==> src/rtl/vga_capture.sv <==
`timescale 1ns/1ps
`default_nettype none
// +--------------------------------------------------------------------------+
// | vga_capture : VGA bus monitor rebuilding framebuffer pixels and checking  |
// |               line/frame timing.                 Revision 1.0             |
// +--------------------------------------------------------------------------+
module vga_capture #(
    parameter string RESOLUTION    = "640x480",
    parameter int    CHANNEL_SIZES = 8,
    parameter int    H_TOTAL       = 800,
    parameter int    V_TOTAL       = 525,
    parameter int    H_ACTIVE      = 640,
    parameter int    V_ACTIVE      = 480,
    parameter int    XW            = (RESOLUTION == "160x120") ? 8 :
                                     (RESOLUTION == "320x240") ? 9 : 10,
    parameter int    YW            = ((RESOLUTION == "160x120") ||
                                      (RESOLUTION == "320x240")) ? 8 : 9
) (
    input  logic                     clk,
    input  logic                     rst,
    input  logic                     pix_ce,
    input  logic [7:0]               vga_r,
    input  logic [7:0]               vga_g,
    input  logic [7:0]               vga_b,
    input  logic                     vga_hs,
    input  logic                     vga_vs,
    input  logic                     vga_blank_n,
    output logic                     px_valid,
    output logic [XW-1:0]            px_x,
    output logic [YW-1:0]            px_y,
    output logic [CHANNEL_SIZES-1:0] px_r,
    output logic [CHANNEL_SIZES-1:0] px_g,
    output logic [CHANNEL_SIZES-1:0] px_b,
    output logic                     sof,
    output logic                     eof,
    output logic                     locked,
    output logic [15:0]              frame_cnt,
    output logic                     line_err,
    output logic                     frame_err,
    output logic                     act_err
);

    localparam int S  = (RESOLUTION == "160x120") ? 2 :
                        (RESOLUTION == "320x240") ? 1 : 0;
    localparam int CW = 11;

    localparam logic [CW-1:0] CNT_MAX = {CW{1'b1}};
    localparam logic [CW-1:0] H_LAST  = CW'(H_TOTAL - 1);
    localparam logic [CW-1:0] V_LAST  = CW'(V_TOTAL - 1);
    localparam logic [CW-1:0] H_ACT   = CW'(H_ACTIVE);
    localparam logic [CW-1:0] V_ACT   = CW'(V_ACTIVE);
    localparam logic [CW-1:0] COL_END = CW'(H_ACTIVE - 1);
    localparam logic [CW-1:0] ROW_END = CW'(V_ACTIVE - 1);

    typedef enum logic [1:0] {
        SEARCH = 2'd0,
        ALIGN  = 2'd1,
        LOCKED = 2'd2
    } state_t;

    state_t        state;
    state_t        state_nxt;
    logic          prev_hs;
    logic          prev_vs;
    logic [CW-1:0] h_cnt;
    logic [CW-1:0] v_cnt;
    logic [CW-1:0] col;
    logic [CW-1:0] row;
    logic          h_armed;
    logic          err_pend;

    logic hs_fall;
    logic vs_fall;
    logic line_err_now;
    logic frame_err_now;
    logic act_err_now;
    logic any_err;
    logic pix_ok;

    // Every event is qualified by pix_ce so state only moves on sample cycles.
    always_comb begin
        hs_fall       = pix_ce & prev_hs & ~vga_hs;
        vs_fall       = pix_ce & prev_vs & ~vga_vs;
        line_err_now  = hs_fall & h_armed & (h_cnt != H_LAST);
        frame_err_now = vs_fall & (state != SEARCH) & (v_cnt != V_LAST);
        act_err_now   = pix_ce & vga_blank_n & ((col >= H_ACT) | (row >= V_ACT));
        any_err       = line_err_now | frame_err_now | act_err_now;
        pix_ok        = pix_ce & (state == LOCKED) & vga_blank_n & ~act_err_now;
    end

    // err_pend remembers any error since the last vs_fall, so a lock needs
    // one complete clean frame bounded by two vs_falls.
    always_comb begin
        state_nxt = state;
        case (state)
            SEARCH: if (vs_fall) state_nxt = ALIGN;
            ALIGN:  if (vs_fall && !err_pend && !any_err) state_nxt = LOCKED;
            LOCKED: if (any_err) state_nxt = ALIGN;
            default: state_nxt = SEARCH;
        endcase
    end

    always_ff @(posedge clk) begin
        if (rst) begin
            state <= SEARCH;
        end else begin
            state <= state_nxt;
        end
    end

    always_ff @(posedge clk) begin
        if (rst) begin
            prev_hs  <= 1'b1;
            prev_vs  <= 1'b1;
            h_cnt    <= '0;
            v_cnt    <= '0;
            col      <= '0;
            row      <= '0;
            h_armed  <= 1'b0;
            err_pend <= 1'b0;
        end else if (pix_ce) begin
            prev_hs <= vga_hs;
            prev_vs <= vga_vs;

            if (hs_fall)
                h_cnt <= '0;
            else if (h_cnt != CNT_MAX)
                h_cnt <= h_cnt + 1'b1;

            if (vs_fall)
                v_cnt <= '0;
            else if (hs_fall && (v_cnt != CNT_MAX))
                v_cnt <= v_cnt + 1'b1;

            if (hs_fall)
                col <= '0;
            else if (vga_blank_n && (col != CNT_MAX))
                col <= col + 1'b1;

            if (vs_fall)
                row <= '0;
            else if (hs_fall && (col != '0) && (row != CNT_MAX))
                row <= row + 1'b1;

            // The first line after reset starts from an unknown phase.
            if (hs_fall)
                h_armed <= 1'b1;

            if (vs_fall)
                err_pend <= 1'b0;
            else if (any_err)
                err_pend <= 1'b1;
        end
    end

    always_ff @(posedge clk) begin
        if (rst) begin
            px_valid  <= 1'b0;
            px_x      <= '0;
            px_y      <= '0;
            px_r      <= '0;
            px_g      <= '0;
            px_b      <= '0;
            sof       <= 1'b0;
            eof       <= 1'b0;
            frame_cnt <= '0;
            line_err  <= 1'b0;
            frame_err <= 1'b0;
            act_err   <= 1'b0;
        end else begin
            px_valid  <= pix_ok;
            sof       <= pix_ok & (col == '0) & (row == '0);
            eof       <= pix_ok & (col == COL_END) & (row == ROW_END);
            line_err  <= line_err_now;
            frame_err <= frame_err_now;
            act_err   <= act_err_now;
            if (pix_ok) begin
                px_x <= XW'(col >> S);
                px_y <= YW'(row >> S);
                px_r <= vga_r[7 -: CHANNEL_SIZES];
                px_g <= vga_g[7 -: CHANNEL_SIZES];
                px_b <= vga_b[7 -: CHANNEL_SIZES];
            end
            if (vs_fall && (state == LOCKED) && !frame_err_now)
                frame_cnt <= frame_cnt + 16'd1;
        end
    end

    assign locked = (state == LOCKED);

endmodule
`default_nettype wire
==> config.mk <==
export PLATFORM = sky130hd
export DESIGN_NAME = vga_capture
export DESIGN_NICKNAME = d
export VERILOG_FILES = /design/src/rtl/vga_capture.sv
export SDC_FILE = /design/constraint.sdc
export NUM_CORES = 1
export LEC_CHECK = 0
export CORE_ASPECT_RATIO = 1.25
export CORE_UTILIZATION = 56
export DETAILED_ROUTE_END_ITERATION = 12
export HOLD_SLACK_MARGIN = 0.02
export MAX_ROUTING_LAYER = met4
export PLACE_DENSITY = 0.85
export SLEW_MARGIN = 20
export SYNTH_ARGS = -nofsm -noshare
export SYNTH_HDL_FRONTEND = slang
export SYNTH_SLANG_ARGS = --single-unit
==> constraint.sdc <==
create_clock -name clk -period 4.65 [get_ports clk]
set_input_delay 0.6975 -clock clk [delete_from_list [all_inputs] [get_ports clk]]
set_output_delay 0.6975 -clock clk [all_outputs]
set_load 0.05 [all_outputs]
==> Word-level counts from Yosys, hierarchy flattened <==
Cells that the tools add are included.
{ "totals": {"elab_cells": 106, "ff_bits": 115, "output_inout_bits": 66, "in_bits": 30} }
{ "classes": {"n_eq_ne": 13, "magnitude_cmp": 2, "n_reduce_logical": 28, "n_bitwise": 23, "add_sub_neg": 5, "mux": 14} }
{ "ops": {"columns": ["operator", "count"], "rows": [
  ["two-way mux 11 bit", 8],
  ["adder 11 x 1 -> 11 bit (second input constant)", 4],
  ["inequality test 11 bit (second input constant)", 4],
  ["logical NOT 11 bit", 2],
  ["inequality test 11 x 10 -> 1 bit (second input constant)", 2],
  ["AND 1 bit", 17],
  ["adder 16 x 1 -> 16 bit (second input constant)", 1],
  ["AND reduction 2 bit", 6],
  ["nonzero test 2 bit", 6],
  ["== test 11 x 10 -> 1 bit (second input constant)", 1],
  ["== test 11 x 9 -> 1 bit (second input constant)", 1],
  ["greater-or-equal comparator 11 x 10 -> 1 bit (second input constant)", 1],
  ["greater-or-equal comparator 11 x 9 -> 1 bit (second input constant)", 1],
  ["nonzero test 11 bit", 1],
  ["logical AND 1 bit", 8],
  ["two-way mux 2 bit", 3],
  ["one-hot mux 2 bit (3 select lines)", 1],
  ["inequality test 2 bit (second input constant)", 2],
  ["logical NOT 1 bit", 3],
  ["NOT 1 bit", 3],
  ["bitwise OR 1 bit", 3],
  ["AND reduction 3 bit", 1],
  ["== test 2 x 1 -> 1 bit (second input constant)", 1],
  ["== test 2 bit (second input constant)", 1],
  ["3 further kinds", 4]
]} }

==> Longest topological paths before layout <==
Gate-level depths: netlist (run 1).
{ "depth": {"ltp_word": 10, "ltp_mapped": 8, "mapped_depth_nobuf": 7} }

==> Worst setup path after synthesis (run 1) <==
OpenSTA, ideal clock, no wires.
{ "synth_timing": {"path_kind": "input port to flip-flop", "startpoint": "input port vga_vs", "endpoint": "register frame_cnt[13]", "required_time_ns": 4.529, "setup_ns": 0.121, "cell_stages": 6, "slack_ns": 2.533, "path_buffers": 1, "arrival_ns": 1.996, "path_cell_list": "and3b_1 > clkbuf_1 > and2_1 > nand2_1 > nor4_1 > mux2_2"} }
{ "synth_between": {"elab_chain_len": 6} }
{ "synth_rtl": {"columns": ["item", "line_no", "text"], "rows": [
  ["start, declared", "26", "input logic vga_vs,"],
  ["NOT 1 bit *", "83", "vs_fall = pix_ce & prev_vs & ~vga_vs;"],
  ["AND 1 bit *", "83", null],
  ["AND 1 bit (2 in series)", "85", "frame_err_now = vs_fall & (state != SEARCH) & (v_cnt != V_LAST);"],
  ["logical NOT 1 bit", "184", "if (vs_fall && (state == LOCKED) && !frame_err_now)"],
  ["logical AND 1 bit *", "184", null],
  ["end signal, assigned", "185", "frame_cnt <= frame_cnt + 16'd1;"],
  ["end, declared", "37", "output logic [15:0] frame_cnt,"]
]} }
Mark *: on every way between the ends. The rest lies on a longest branch, timed or not.
A chain may end at the register's enable or synchronous reset.

==> Worst setup path after layout (run 1) <==
{ "layout_timing": {"startpoint": "register state[0]", "endpoint": "output port locked"} }
{ "layout_between": {"elab_chain_len": 1} }
{ "layout_rtl": {"columns": ["item", "line_no", "text"], "rows": [
  ["start, declared", "61", "state_t state;"],
  ["start signal, assigned", "107", "state <= state_nxt;"],
  ["== test 2 bit", "189", "assign locked = (state == LOCKED);"],
  ["end, declared", "36", "output logic locked,"]
]} }
Every way passes these cells.

==> impl_metrics.ini, run 1 <==
[sta]
final.period_utilization_pct = 60.4
slew_violations = 0
max_clock_freq_mhz = 356
timing.setup.tns_ns = 0
max_slew.worst_pin.slew_ns = 0.923
slew-limit-headroom_pct = 37.6
timing_hold_violations_final = 0
final_period_minus_worst_setup_slack_ns = 2.81
finalSetupViolations = 0
setup_repair_after_global_routing_missed_its_margin = no
worst_clock_skew_ns = 0.00588

[clock_network]
tritoncts.num_buffers = 17
ctsResizeCount = 0
cts.htree.levels = 4
source_to_sink_clock_delay_at_the_later_pin_of_the_worst_skew_pair_ns = 0.52
clock_transition_at_path_regs_ns = 0.05
cts_tree = built
clock-root-buffer = sky130_fd_sc_hd__clkbuf_8
cts.sinks = 115
holdBufCountCts = 0
cts.repair_timing.setup_buffer_count = 0
largest_buffer_count_on_any_clock_path = 2

[floorplanning]
starting_density_of_the_core_pct = 57.5
die_w_um = 86.3
rows = 38
design.core.area_mm2 = 0.00865
die_height_um = 107
fp.dieArea_mm2 = 0.00928
top_level_ports = 96

[yosys]
synth_edf_count = 0
synth_cells = 599
seq_area_frac_synth_pct = 46.2
syn_avg_cell_area_um2 = 8.31
ys_seq_elements = 115
synth_async_sr_flop_share_pct = 0
yosysUniqueCellTypes = 47
synth_fp_nets = 637
ys.flop_type = sky130_fd_sc_hd__dfxtp_1
mappedNetlistArea_mm2 = 0.00498
yosys_warning_total = 0

[critical_path]
critical_path_cell_by_cell = nand2b_1 -> inv_1 -> clkdlybuf4s50_1
arrival_ns = 2.11
cp_max_stage_cell = sky130_fd_sc_hd__clkdlybuf4s50_1
cp_slowest_stage_delay_ns = 0.86
worst-endpoint-required_ns = 3.95
critical_path_sink_type = output port
critical_path_class = flip-flop to output port
critical_path_source = state[0]$_SDFFE_PP0P_
r2r_start = v_cnt[4]$_SDFFE_PP0P_
critical_path.max_fanout = 5
startpoint_type = flip-flop

[global_route]
track_usage_pct = 28.1
maximum_number_of_pins_on_one_net_before_global_route_repair = 74
first_global_vias = 4321
grt_pass1_wl_mm = 19.8
gr-total-overflow = 0
grt_antenna_before_repair = 0

[run]
maxCapViolations = 0

[placed_design]
finalWeightedCongestion = 0.963
port-buffer-count = 95
place_inst = 786
place_hpwl_mm = 8.35

[drt]
routed-via-count = 4636
antenna_left = 0
routed_wl_mm = 12.2
post-route-drc-count = 0
avgRoutedWirePerCell_um = 14.9
drt_iter0_drc = 311
drt-vias-per-instance = 5.67
detailedRoute.firstPassIterationCount = 5

[layout]
num-fill-cells = 640
most_frequent_standard_cell_in_the_layout_excluding_fill_and_tap_cells = sky130_fd_sc_hd__dfxtp_1
number_of_nets_at_the_end_of_the_flow = 723
area_growth_syn_to_layout_pct = 30.5
final_layout_size_suffix_gt1_share_pct = 6.73
stdcell_count = 818
commonest_cells_after_routing_fill_and_taps_aside = sky130_fd_sc_hd__dfxtp_1, sky130_fd_sc_hd__nand2_1, sky130_fd_sc_hd__clkdlybuf4s50_1
antennaDiodeCount = 0

[worst_hold_path]
worstHoldStart = rst
timing.hold.worst.class = input port to flip-flop

[run_status]
status = complete, no violations

[power]
p_leak_uw = 0.00223
cellPowerDensity_mw_per_mm2 = 342
worst_ir_drop_vdd_mv = 0.251
[area by class of cell]
type	instances	area, um2	area share (%)
Sequential cell	115	2300	35.4
Clock buffer	28	495	7.63
Multi-Input combinational cell	441	2510	38.7
Timing Repair Buffer	98	968	14.9
Tap cell	120	150	2.31
Clock inverter	4	22.5	0.347
Inverter	12	45.0	0.693
[worst max-delay path, delay by kind of cell, from the launching register on]
kind / cells / cell delay [ns]
buffers and inverters: 2 / 1.06
flip-flops: 1 / 0.34
AND/OR/NAND/NOR: 1 / 0.20
[report_power, final]
group          switching [uW]  internal (uW)  total (uW)  leakage, uW
logic                    54.1           40.0        94.2      0.00105
clock network             419            708        1130     0.000253
registers                6.90            995        1000     0.000928
total                     480           1740        2220      0.00223
[metal layers]
| metal | track usage (%) | vias up | routed length [um] |
|---|---|---|---|
| li1 | - | 2249 | - |
| met1 | 30.6 | 2178 | 4900 |
| met2 | 48.1 | 161 | 6250 |
| met3 | 6.90 | 48 | 625 |
| met4 | 13.1 | 0 | 442 |
| met5 | - | - | 0 |
[cell usage after synthesis, drive strengths merged, types with 2 or more instances]
| cell | n | area share, % |
|---|---|---|
| nand4 | 18 | 2.3 |
| o2111ai | 3 | 0.53 |
| nor3b | 2 | 0.30 |
| a21oi | 55 | 5.5 |
| or2 | 2 | 0.25 |
| nor4b | 2 | 0.35 |
| inv | 12 | 0.90 |
| clkbuf | 29 | 2.2 |
| dfxtp | 115 | 46 |
| and2 | 3 | 0.38 |
| nor4 | 13 | 2.9 |
| nor2 | 67 | 5.1 |
| nand3 | 29 | 2.9 |
| nand4b | 2 | 0.35 |
| mux2i | 2 | 0.40 |
| or3 | 3 | 0.38 |
| nor3 | 14 | 1.4 |
| ha | 8 | 2.0 |
| xnor2 | 14 | 2.5 |
| nor2b | 8 | 1.0 |
| nand2 | 113 | 8.6 |
| mux2 | 5 | 1.1 |
| or4 | 3 | 0.60 |
| and4 | 7 | 1.2 |
| buf | 2 | 0.30 |
| o21ai | 9 | 0.90 |
| and3b | 3 | 0.53 |
| and3 | 7 | 0.88 |
| nand2b | 5 | 0.63 |
| xor2 | 24 | 4.2 |
| a211o | 2 | 0.35 |
| a41oi | 7 | 1.2 |
| a31oi | 3 | 0.38 |
[state kept, by name, indices dropped and copies added (netlist names), 2 cells and up]
name       count
px_y           9
h_cnt         11
row           11
v_cnt         11
px_b           8
px_x          10
state          2
px_g           8
px_r           8
col           11
frame_cnt     16
[path summary, 6_finish.rpt]
kind	to	slack, ns	cells after the start
worst max-delay path	locked	1.84	3
worst min-delay path	prev_hs$_SDFFE_PP1P_	0.41	2
worst max register to register	frame_cnt[13]$_SDFFE_PP0P_	2.37	5
worst min register to register	px_g[1]$_SDFFE_PP0P_	0.45	2
[metrics by stage]
stage / hold WS [ns] / setup slack [ns] / total power [uW] / utilization (%) / cell area (um2)
after floorplan: 0.431 / 2.53 / 1070 / - / 4980
after global placement: 0.441 / 1.67 / 1110 / 69.1 / 5980
after detailed placement: 0.447 / 1.60 / 1120 / 69.1 / 5980
after CTS: 0.400 / 1.83 / 2240 / 75.1 / 6500
after global routing: 0.429 / 1.76 / 2290 / 75.1 / 6500
final: 0.415 / 1.84 / 2220 / 75.1 / 6500
[cell families after synthesis]
kind of cell	count (synthesis)	synth area share, %
flops	115	46.2
xor+xnor	38	6.68
simple gates	303	30.3
compound gates	85	9.85
fa+ha+maj	8	2.01
buf+inv	43	3.39
mux	7	1.53
(Power assumes the default switching activity.)
==> inputs of run 2 (changes only) <==
- CORE_UTILIZATION: 56 -> 52
- PLACE_DENSITY: 0.85 -> 0.8
- clock period: 4.65 -> 2.8 ns (I/O delays scaled with it)
==> run 2 against run 1 <==
  * Clock power rose by 94%
  * Via count is 2.3% lower
  * Cell area up 2.0%
  * Global-route usage shrank 2.9 points
  * Count of clock-buffer cells in the layout decreased by 5
  * Highest routed layer unchanged
  * Die area rose by 7.5%
  * First-iteration DRC count decreased by 8.4%
  * Cell count rose by 0.98%
==> impl_metrics.ini, run 2 (synthesis results as in run 1) <==
[clock_network]
cts.sinks = 115
source_to_sink_clock_delay_at_the_later_pin_of_the_worst_skew_pair_ns = 0.41
cts.htree.levels = 4
ctsResizeCount = 0
holdBufCountCts = 0
cts.repair_timing.setup_buffer_count = 0
clock-root-buffer = sky130_fd_sc_hd__clkbuf_16
clock_transition_at_path_regs_ns = 0.05
tritoncts.num_buffers = 17
cts_tree = built
largest_buffer_count_on_any_clock_path = 2

[placed_design]
finalWeightedCongestion = 0.928
place_hpwl_mm = 7.94
port-buffer-count = 95

[sta]
final_period_minus_worst_setup_slack_ns = 2.44
max_slew.worst_pin.slew_ns = 0.537
setup_repair_after_global_routing_missed_its_margin = no
slew_violations = 0
slew-limit-headroom_pct = 63.8
final.period_utilization_pct = 87.1
max_clock_freq_mhz = 410
finalSetupViolations = 0
worst_clock_skew_ns = 0.00881
timing_hold_violations_final = 0
timing.setup.tns_ns = 0

[drt]
routed-via-count = 4529
detailedRoute.firstPassIterationCount = 5
drt_iter0_drc = 285
avgRoutedWirePerCell_um = 14.1
drt-vias-per-instance = 5.48
post-route-drc-count = 0
antenna_left = 0
routed_wl_mm = 11.7

[layout]
number_of_nets_at_the_end_of_the_flow = 728
commonest_cells_after_routing_fill_and_taps_aside = sky130_fd_sc_hd__dfxtp_1, sky130_fd_sc_hd__nand2_1, sky130_fd_sc_hd__clkdlybuf4s50_1
final_layout_size_suffix_gt1_share_pct = 7.97
most_frequent_standard_cell_in_the_layout_excluding_fill_and_tap_cells = sky130_fd_sc_hd__dfxtp_1
largest_reg_flops = 16
area_growth_syn_to_layout_pct = 33.1
antennaDiodeCount = 0
final_core_utilization_pct = 71.8
max_flop_register = frame_cnt

[power]
p_leak_uw = 0.00229
worst_ir_drop_vdd_mv = 0.528
cellPowerDensity_mw_per_mm2 = 606
fin_total_pwr_uw = 4020

[floorplanning]
die_w_um = 89.5
rows = 39
design.core.area_mm2 = 0.00922
top_level_ports = 96
die_height_um = 111
starting_density_of_the_core_pct = 54.0
fp.dieArea_mm2 = 0.00997

[critical_path]
critical_path_class = flip-flop to output port
critical_path.max_fanout = 5
arrival_ns = 2.02
worst-endpoint-required_ns = 2.38
critical_path_sink_type = output port
startpoint_type = flip-flop

[worst_hold_path]
timing.hold.worst.class = input port to flip-flop

[global_route]
grt_pass1_wl_mm = 19.2
track_usage_pct = 25.2
maximum_number_of_pins_on_one_net_before_global_route_repair = 56
gr-total-overflow = 0
grt_antenna_before_repair = 0
first_global_vias = 4273

[run_status]
status = complete, no violations

[run]
maxCapViolations = 0
[run 2: layer usage]
metal	vias to the layer above	global-route usage, %	routed length (um)
li1	2253	-	-
met1	2133	28.4	4980
met2	119	41.1	5890
met3	24	6.82	556
met4	0	11.4	248
met5	-	-	0
[run 2: worst max-delay path, cell delays in order, from the launching register on]
cell and delay, ns:
sky130_fd_sc_hd__dfxtp_1 0.34, sky130_fd_sc_hd__nand2b_1 0.20, sky130_fd_sc_hd__inv_1 0.20, sky130_fd_sc_hd__clkdlybuf4s50_1 0.87
[run 2: cell type report]
class                   count  area, um2
multi-input cells         441       2510
fillers                   675       2600
flip-flops and latches    115       2300
inverters                  12       45.0
clock buffers              23        478
repair buffers            103       1010
well taps                 123        154
clock inverters             9        128
[run 2: report_power, final]
part	internal (uW)	switching [uW]
logic	69.5	89.4
registers	1650	11.3
clock network	1460	730
[run 2: through the flow]
step | setup WS [ns] | instances | instance area [um2] | hold WS (ns)
after floorplan | 0.743 | 599 | 4980 | 0.431
after global placement | 0.456 | 794 | 6020 | 0.441
after detailed placement | 0.372 | 794 | 6020 | 0.446
after CTS | 0.378 | 826 | 6630 | 0.423
after global routing | 0.299 | 826 | 6630 | 0.458
final | 0.362 | 826 | 6630 | 0.434
[run 2: path summary, 6_finish.rpt]
kind / from / end / slack (ns) / cells after the start
setup / recovery: state[0]$_SDFFE_PP0P_ / locked / 0.36 / 3
hold / removal: rst / px_y[6]$_SDFFE_PP0P_ / 0.43 / 2
setup reg to reg: v_cnt[4]$_SDFFE_PP0P_ / frame_cnt[14]$_SDFFE_PP0P_ / 0.52 / 5
hold reg to reg: px_g[0]$_SDFFE_PP0P_ / px_g[0]$_SDFFE_PP0P_ / 0.45 / 2
==> inputs of run 3 (changes only) <==
- SLEW_MARGIN: 20 -> not set
==> results of run 3 <==
The final DEF is identical to that of run 2; final timing and power are the same.
